===== config.mk =====
export PLATFORM = sky130hd
export DESIGN_NAME = uart_receiver_sipo
export DESIGN_NICKNAME = d
export VERILOG_FILES = /design/src/rtl/uart_pkg.sv /design/src/rtl/receiver_SIPO.sv /design/src/rtl/uart_receiver_sipo.sv
export SDC_FILE = /design/constraint.sdc
export NUM_CORES = 1
export LEC_CHECK = 0
export BUFFER_PORTS_ARGS = -buffer_cell sky130_fd_sc_hd__buf_2
export CORE_MARGIN = 2
export CORE_UTILIZATION = 30
export CTS_BUF_LIST = sky130_fd_sc_hd__clkbuf_16
export CTS_CLUSTER_DIAMETER = 50
export DETAILED_ROUTE_END_ITERATION = 8
export GPL_ROUTABILITY_DRIVEN = 0
export SLEW_MARGIN = 40
export SYNTH_ARGS = -nofsm -noshare
export SYNTH_HDL_FRONTEND = slang
export SYNTH_HIERARCHICAL = 1
export SYNTH_SLANG_ARGS = --single-unit

===== constraint.sdc =====
create_clock -name clk -period 1.8 [get_ports clk]
set_input_delay 0.09 -clock clk [delete_from_list [all_inputs] [get_ports clk]]
set_output_delay 0.09 -clock clk [all_outputs]
set_load 0.005 [all_outputs]

===== src/rtl/uart_pkg.sv =====
// Shared types for the UART receive path: FSM state encoding and frame width.
package uart_pkg;

    typedef enum logic [1:0] {
        IDLE  = 2'd0,
        START = 2'd1,
        DATA  = 2'd2,
        STOP  = 2'd3
    } rx_state_t;

    localparam int DATA_BITS = 8;

endpackage


===== src/rtl/receiver_SIPO.sv =====
// Serial-in/parallel-out register: right shift with MSB-in, so the first bit
// shifted in ends up in bit 0 after DATA_BITS shifts.
module receiver_SIPO
    import uart_pkg::*;
(
    input  logic                 clk,
    input  logic                 nrst,
    input  logic                 shift_en,
    input  logic                 serial_i,
    output logic [DATA_BITS-1:0] par_o
);

    logic [DATA_BITS-1:0] r_shift;

    always_ff @(posedge clk or negedge nrst) begin
        if (!nrst) begin
            r_shift <= '0;
        end else if (shift_en) begin
            r_shift <= {serial_i, r_shift[DATA_BITS-1:1]};
        end
    end

    assign par_o = r_shift;

endmodule


===== src/rtl/uart_receiver_sipo.sv =====
// 8N1 UART receiver: 2-flop synchronizer, mid-bit sampling FSM, byte output
// with one-cycle valid / framing-error pulses.
module uart_receiver_sipo
    import uart_pkg::*;
#(
    parameter int CLKS_PER_BIT = 16
) (
    input  logic                 clk,
    input  logic                 nrst,
    input  logic                 rx_i,
    output logic [DATA_BITS-1:0] data_o,
    output logic                 data_valid_o,
    output logic                 frame_err_o,
    output logic                 busy_o,
    output rx_state_t            dbg_state_o
);

    localparam int             CW       = $clog2(CLKS_PER_BIT);
    localparam logic [CW-1:0]  CNT_LAST = CW'(CLKS_PER_BIT - 1);
    localparam logic [CW-1:0]  CNT_MID  = CW'(CLKS_PER_BIT / 2 - 1);
    localparam logic [2:0]     BIT_LAST = 3'(DATA_BITS - 1);

    // Synchronizer resets to the idle-line level so reset release never looks like a start bit.
    logic                 r_sync1;
    logic                 r_sync2;
    rx_state_t            r_state;
    logic [CW-1:0]        r_clk_cnt;
    logic [2:0]           r_bit_cnt;
    logic [DATA_BITS-1:0] r_data;
    logic                 r_valid;
    logic                 r_ferr;

    rx_state_t            w_next_state;
    logic [CW-1:0]        w_clk_cnt_nxt;
    logic [2:0]           w_bit_cnt_nxt;
    logic                 w_shift_en;
    logic                 w_valid_nxt;
    logic                 w_ferr_nxt;
    logic                 w_rx_s;
    logic [DATA_BITS-1:0] w_sipo;

    assign w_rx_s = r_sync2;

    always_ff @(posedge clk or negedge nrst) begin
        if (!nrst) begin
            r_sync1 <= 1'b1;
            r_sync2 <= 1'b1;
        end else begin
            r_sync1 <= rx_i;
            r_sync2 <= r_sync1;
        end
    end

    always_ff @(posedge clk or negedge nrst) begin
        if (!nrst) begin
            r_state   <= IDLE;
            r_clk_cnt <= '0;
            r_bit_cnt <= '0;
            r_valid   <= 1'b0;
            r_ferr    <= 1'b0;
        end else begin
            r_state   <= w_next_state;
            r_clk_cnt <= w_clk_cnt_nxt;
            r_bit_cnt <= w_bit_cnt_nxt;
            r_valid   <= w_valid_nxt;
            r_ferr    <= w_ferr_nxt;
        end
    end

    always_comb begin
        w_next_state  = r_state;
        w_clk_cnt_nxt = r_clk_cnt + CW'(1);
        w_bit_cnt_nxt = r_bit_cnt;
        w_shift_en    = 1'b0;
        w_valid_nxt   = 1'b0;
        w_ferr_nxt    = 1'b0;
        case (r_state)
            IDLE: begin
                w_clk_cnt_nxt = '0;
                w_bit_cnt_nxt = '0;
                if (!w_rx_s) begin
                    w_next_state = START;
                end
            end
            START: begin
                if (r_clk_cnt == CNT_MID) begin
                    w_clk_cnt_nxt = '0;
                    w_bit_cnt_nxt = '0;
                    w_next_state  = w_rx_s ? IDLE : DATA;
                end
            end
            DATA: begin
                if (r_clk_cnt == CNT_LAST) begin
                    w_shift_en    = 1'b1;
                    w_clk_cnt_nxt = '0;
                    if (r_bit_cnt == BIT_LAST) begin
                        w_bit_cnt_nxt = '0;
                        w_next_state  = STOP;
                    end else begin
                        w_bit_cnt_nxt = r_bit_cnt + 3'd1;
                    end
                end
            end
            STOP: begin
                if (r_clk_cnt == CNT_LAST) begin
                    w_clk_cnt_nxt = '0;
                    w_next_state  = IDLE;
                    w_valid_nxt   = w_rx_s;
                    w_ferr_nxt    = !w_rx_s;
                end
            end
            default: begin
                w_next_state  = IDLE;
                w_clk_cnt_nxt = '0;
                w_bit_cnt_nxt = '0;
            end
        endcase
    end

    receiver_SIPO u_sipo (
        .clk      (clk),
        .nrst     (nrst),
        .shift_en (w_shift_en),
        .serial_i (w_rx_s),
        .par_o    (w_sipo)
    );

    always_ff @(posedge clk or negedge nrst) begin
        if (!nrst) begin
            r_data <= '0;
        end else if (w_valid_nxt) begin
            r_data <= w_sipo;
        end
    end

    assign data_o       = r_data;
    assign data_valid_o = r_valid;
    assign frame_err_o  = r_ferr;
    assign busy_o       = (r_state != IDLE);
    assign dbg_state_o  = r_state;

endmodule


==> summary.txt, run 1 <==
Status
  – Status: finished, final reports clean

CTS
  – Setup bufs post-CTS: 0
  – Worst-Skew Late Latency: 0.27 ns
  – TritonCTS Buffers: 5
  – CTS tree: done
  – Max H-tree Level: 2
  – CTS Sinks: 29
  – Bufs on Longest Clock Path: 2
  – Worst-path clk slew: 0.05 ns
  – Root Driver: clkbuf_16

Job
  – MaxCap Viol Count: 0

STA
  – RSZ-0062 raised after global routing: false
  – Final Hold Vio Count: 0
  – Peak Freq: 626 MHz
  – Setup Skew: 0.00364 ns
  – Max-slew violations: 0
  – Worst Max-Slew Pin Slew: 0.635 ns
  – Fin crit period: 1.60 ns
  – Setup TNS: 0 ns
  – Tcrit/Tclk final: 0.887
  – Final setup violation count: 0
  – WHS: 0.355 ns
  – Post-layout worst setup margin: 0.203 ns
  – Max-slew headroom: 0.577

Critical path
  – Arr. time, crit path: 1.75 ns
  – CP Data Required Time: 1.96 ns
  – Endpoint class of the critical path: register
  – Kind of critical path: register to register
  – Crit path max fanout: 9
  – CP Launch Point: r_clk_cnt[0]$_DFF_PN0_
  – CP Launch Type: register
  – Reg2reg start: r_clk_cnt[0]$_DFF_PN0_

Pwr
  – Clock power frac: 0.413
  – Lkg Pwr: 0.755 nW
  – Reg power frac: 0.403
  – Cell Pwr Density: 1420 nW/um^2
  – Part of the power in combinational logic: 0.184
  – Sw Pwr: 0.000601 W
  – VDD IR max: 0.744 mV
  – Overall power: 0.00220 W
  – Internal: 0.00160 W
  – Sw frac: 0.273

Die
  – Row cnt: 23
  – Die Height: 68.6 um
  – Total die area: 4700 um^2
  – # IOs: 16
  – Die span in x: 68.6 um
  – Starting Density: 0.312
  – Core Area: 4000 um^2

Finish
  – Nets: 118
  – Fillers: 380
  – Area of the multi-input gates: 475 um^2
  – Ratio of cells with drive above 1 in the final layout: 0.389
  – Most common cell after layout, fill and taps aside: dfrtp_1
  – Area Growth Syn to Fin: 24.3%
  – Final Util: 0.388
  – Most frequent cells in the layout: dfrtp_1 (27), buf_2 (15), mux2_2 (8), mux2_4 (8), inv_1 (7)
  – Diode count: 0
  – Register area: 728 um^2

Yosys
  – Compound-gate portion of the synthesized area: 0.0791
  – Top cells by area, synth: dfrtp_1 (54%), mux2_4 (9.6%), mux2_2 (7.2%)
  – Post-synthesis sequential area ratio: 0.583
  – Syn avg cell area: 13.7 um^2
  – Synth Flop Type: dfrtp_1
  – Combinational family with the most area after synthesis: multiplexers
  – Count of cell types in the netlist: 33
  – Mapped Nets: 97
  – Synthesized cell area: 1250 um^2
  – #FFs+latches synth: 29
  – Gate Count Post-Synth: 91
  – Post-Synth Adder-Cell Area: 0.0300
  – Synth Area in Simple Gates: 0.0871
  – Dominant cell type by area after synthesis: dfrtp_1
  – Multiplexer share of the synthesized area: 0.168
  – Synth top area share: 0.541
  – Synth warnings: 6
  – Post-synth EDFFs: 0
  – Synth Area in XOR/XNOR: 0.0140
  – FFs w/ async S/R, synth: 1.00

Detailed routing
  – # DRC: 0
  – DR pass1 iterations: 4
  – Starting DRT DRC Count: 46
  – Routed WL per cell: 12.4 um
  – Post-route ant nets: 0
  – Total length of routed wires: 2.02 mm
  – Via/cell ratio: 4.60
  – Via count of the routed design: 750

Worst hold path
  – Hold_sp: r_sync1$_DFF_PN1_
  – Worst Hold Class: register to register

Global routing
  – Number of global-route vias before repair: 756
  – Largest net degree at the start of global routing: 30
  – Final global-route overflow total: 0
  – Initial antenna violation count: 0
  – Total Routing Usage GR: 0.105
  – First-pass GRT wire length: 3.40 mm

Placed design
  – IO buf count: 15
  – Pre-CTS setup slack: 0.119 ns
  – Hpwl dp: 1.36 mm
## cell families after synthesis
logic type | Yosys count
mux | 16
compound gates | 13
flops | 29
buf+inv | 10
simple gates | 18
fa+ha+maj | 3
xor+xnor | 2
## path summary, 6_finish.rpt
kind,slack [ns],endpoint,cells after the start
max,0.20,data_o[4]$_DFFE_PN0P_,4
min,0.35,r_sync2$_DFF_PN1_,0
max reg2reg,0.20,data_o[4]$_DFFE_PN0P_,4
min reg2reg,0.35,r_sync2$_DFF_PN1_,0
max in group asynchronous,1.01,data_o[6]$_DFFE_PN0P_,2
min in group asynchronous,0.37,data_o[3]$_DFFE_PN0P_,2
## worst max-delay path, stage by stage (launching register included)
cell and delay, ns:
dfrtp_1 0.39, ha_2 0.27, nand3_2 0.15, nor2_4 0.29, mux2_2 0.37
## metal layers
layer	wire length (um)	part of all wire	vias up	track usage
met5	0	0	-	0
met4	63	0.031	0	0.0825
met2	834	0.41	19	0.147
met1	1000	0.50	359	0.128
li1	-	-	365	-
met3	120	0.059	7	0.0390
## area by class of cell
class / count / share of cell area
Sequential cell: 29 / 0.469
Inverter: 6 / 0.0145
Multi-Input combinational cell: 52 / 0.306
Tap cell: 50 / 0.0403
Timing Repair Buffer: 18 / 0.0660
Clock buffer: 5 / 0.0805
Clock inverter: 3 / 0.0242
## through the flow
stage | area [um^2] | instances
2_1_floorplan | 1250 | 91
3_3_place_gp | 1370 | 153
3_5_place_dp | 1370 | 153
4_1_cts | 1550 | 163
5_1_grt | 1550 | 163
6_report | 1550 | 163
## synthesized netlist by cell type (2+ instances only)
library cell	number
buf_2	3
mux2_2	8
mux2_4	8
nand2b_1	2
inv_1	6
nor2_1	4
ha_1	3
nor2b_1	3
dfrtp_1	27
dfstp_2	2
a21oi_1	2
o2bb2ai_1	2
## registers in the layout, indices dropped and copies added, names as in the netlist, named ones only
name,cells
dbg_state_o,1
r_sync1,1
r_clk_cnt,4
data_o,8
r_bit_cnt,3
u_sipo/par_o,8
frame_err_o,1
r_sync2,1
data_valid_o,1
## power by group through the flow
stage | clock [W] | sequential [W] | combinational [W]
finish | 0.000909 | 0.000886 | 0.000404
global route | 0.000961 | 0.000904 | 0.000471
CTS | 0.000932 | 0.000882 | 0.000405
detailed placement | 0 | 0.000892 | 0.000399
global placement | 0 | 0.000890 | 0.000390
floorplan | 0 | 0.000814 | 0.000387
## timing repair
item                                    in CTS  in global routing
resized for setup                            0                  1
hold buffers                                 2                  0
endpoints found under the setup margin       0                 16
hold endpoints to repair                    28                  0
No activity file was read; power rests on OpenSTA's default activity.
==> run 2: changes to the inputs <==
- ABC_AREA: default -> 1
==> run 2 against run 1 <==
Net effect:
- die area shrank 1.2%
- combinational power increased by 6.4%
- core utilization shrank 0.54 points
- largest cell class unchanged
- clock skew is 0.00095 ns lower
- non-clock buffer count increased by 1
- largest power group is now sequential cells
==> summary.txt, run 2 <==
Status
  – Status: finished, final reports clean

Finish
  – Diode count: 0
  – Most frequent cells in the layout: nand2_1 (62), dfrtp_1 (27), buf_2 (15), nor2_1 (8), inv_1 (7)
  – Fillers: 404
  – Area Growth Syn to Fin: 23.3%
  – Nets: 164
  – Ratio of cells with drive above 1 in the final layout: 0.233
  – Most common cell after layout, fill and taps aside: nand2_1

Pwr
  – Sw Pwr: 0.000612 W
  – Overall power: 0.00200 W
  – Clock power frac: 0.378
  – Internal: 0.00139 W
  – Lkg Pwr: 0.841 nW
  – Sw frac: 0.306
  – Reg power frac: 0.407
  – Part of the power in combinational logic: 0.214
  – Cell Pwr Density: 1320 nW/um^2
  – VDD IR max: 0.416 mV

Yosys
  – Post-synthesis sequential area ratio: 0.590
  – Post-synth EDFFs: 0
  – Mapped Nets: 140
  – Gate Count Post-Synth: 134
  – FFs w/ async S/R, synth: 1.00
  – Synthesized cell area: 1230 um^2
  – Synth top area share: 0.548
  – Top cells by area, synth: dfrtp_1 (55%), nand2_1 (19%), dfstp_2 (4.3%)
  – #FFs+latches synth: 29
  – Dominant cell type by area after synthesis: dfrtp_1
  – Top-count cell post-synth: nand2_1
  – Synth Flop Type: dfrtp_1
  – Syn avg cell area: 9.21 um^2
  – Commonest cells post-synth: nand2_1 (62), dfrtp_1 (27), nor2_1 (8)
  – Synth warnings: 6
  – Count of cell types in the netlist: 20

Detailed routing
  – # DRC: 0
  – Via/cell ratio: 4.36
  – Post-route ant nets: 0
  – Via count of the routed design: 911
  – Routed WL per cell: 10.2 um
  – Starting DRT DRC Count: 50
  – DR pass1 iterations: 4
  – Total length of routed wires: 2.14 mm

Die
  – Die span in x: 68.1 um
  – Die Height: 68.1 um
  – Total die area: 4640 um^2
  – # IOs: 16
  – Core Area: 3970 um^2
  – Starting Density: 0.311
  – Row cnt: 23

Critical path
  – Crit path top cell by count: nand2_1
  – CP max stage delay: 0.39 ns
  – Kind of critical path: register to register
  – Endpoint class of the critical path: register
  – CP Data Required Time: 1.96 ns
  – Crit path max fanout: 9
  – Crit path cell chain: ha_1, nand3_2, inv_1, nand4_4, clkinv_2, nand2_1, nand2_1
  – Flop-to-flop setup slack: 0.42 ns
  – Arr. time, crit path: 1.54 ns
  – Slowest library cell on the worst path: dfrtp_1
  – CP Launch Type: register

STA
  – Tcrit/Tclk final: 0.765
  – RSZ-0062 raised after global routing: false
  – Fin crit period: 1.38 ns
  – Final setup violation count: 0
  – Peak Freq: 727 MHz
  – Max-slew headroom: 0.564
  – Setup TNS: 0 ns
  – Final Hold Vio Count: 0
  – Setup Skew: 0.00270 ns
  – Worst Max-Slew Pin Slew: 0.654 ns
  – Max-slew violations: 0

CTS
  – Worst-path clk slew: 0.05 ns
  – Max H-tree Level: 2
  – Root Driver: clkbuf_16
  – Bufs on Longest Clock Path: 2
  – CTS tree: done
  – TritonCTS Buffers: 5
  – CTS Sinks: 29
  – Resized cells post-CTS: 0
  – Setup bufs post-CTS: 0
  – Worst-Skew Late Latency: 0.27 ns

Global routing
  – Initial antenna violation count: 0
  – First-pass GRT wire length: 3.69 mm
  – Total Routing Usage GR: 0.113
  – Largest net degree at the start of global routing: 30
  – Number of global-route vias before repair: 857
  – Final global-route overflow total: 0

Placed design
  – IO buf count: 15
  – Hpwl dp: 1.50 mm

Worst hold path
  – Worst Hold Class: register to register

Job
  – MaxCap Viol Count: 0
==> run 2: final timing paths <==
| kind | from | endpoint | cells past startpoint |
|---|---|---|---|
| max reg2reg | r_clk_cnt[0]$_DFF_PN0_ | data_o[3]$_DFFE_PN0P_ | 7 |
| min in group asynchronous | nrst | r_bit_cnt[0]$_DFFE_PN0P_ | 2 |
| min reg2reg | r_sync1$_DFF_PN1_ | r_sync2$_DFF_PN1_ | 0 |
| max | r_clk_cnt[0]$_DFF_PN0_ | data_o[3]$_DFFE_PN0P_ | 7 |
| min | r_sync1$_DFF_PN1_ | r_sync2$_DFF_PN1_ | 0 |
| max in group asynchronous | nrst | r_bit_cnt[1]$_DFFE_PN0P_ | 2 |
==> run 2: worst max-delay path, delay by kind of cell (launching register included) <==
family | cells | cell delay [ns]
fa+ha+maj | 1 | 0.26
buf+inv | 2 | 0.23
flops | 1 | 0.39
simple gates | 4 | 0.38
==> run 2: routing by layer <==
layer | wire length [um] | vias to the layer above | track usage
li1 | - | 464 | -
met1 | 1000 | 427 | 0.127
met2 | 978 | 15 | 0.180
met3 | 100 | 5 | 0.0444
met4 | 59 | 0 | 0.0675
met5 | 0 | - | 0
==> run 2: logic make-up after synthesis <==
kind of cell,count (synthesis),share of synthesized area
DFF,29,0.590
AOI/OAI and AO/OA,7,0.0345
xor gates and xnor gates,1,0.00710
and+or+nand+nor,82,0.288
buffers and inverters,12,0.0497
adders and majority gates,3,0.0304
==> run 2: what timing repair did <==
| action | 4_1_cts | 5_1_grt |
|---|---|---|
| hold buffers | 2 | 0 |
| endpoints found under the setup margin | 0 | 0 |
| endpoints found under the hold margin | 28 | 0 |
==> run 2: layout make-up <==
| type | count | area [um^2] | area share |
|---|---|---|---|
| Clock inverter | 3 | 12.5 | 0.00822 |
| Multi-Input combinational cell | 93 | 444 | 0.292 |
| Timing Repair Buffer | 19 | 110 | 0.0724 |
| Clock buffer | 5 | 125 | 0.0822 |
| Inverter | 10 | 38.8 | 0.0255 |
| Tap cell | 50 | 62.6 | 0.0411 |
| Sequential cell | 29 | 728 | 0.479 |
==> run 2: power by group through the flow <==
stage               registers, W  logic [W]  clock network [W]
global placement        0.000823   0.000434                  0
floorplan               0.000806   0.000341                  0
finish                  0.000816   0.000430           0.000758
global route            0.000829   0.000497           0.000812
CTS                     0.000816   0.000438           0.000779
detailed placement      0.000826   0.000433                  0
==> run 2: metrics by stage <==
stage	utilization	hold WS [ns]	area, um^2	worst slack (ns)	std cells
global placement	0.343	0.156	1360	0.450	199
CTS	0.383	0.356	1520	0.409	209
floorplan	-	-0.206	1230	0.549	134
finish	0.383	0.354	1520	0.424	209
global route	0.383	0.362	1520	0.277	209
detailed placement	0.343	0.162	1360	0.424	199
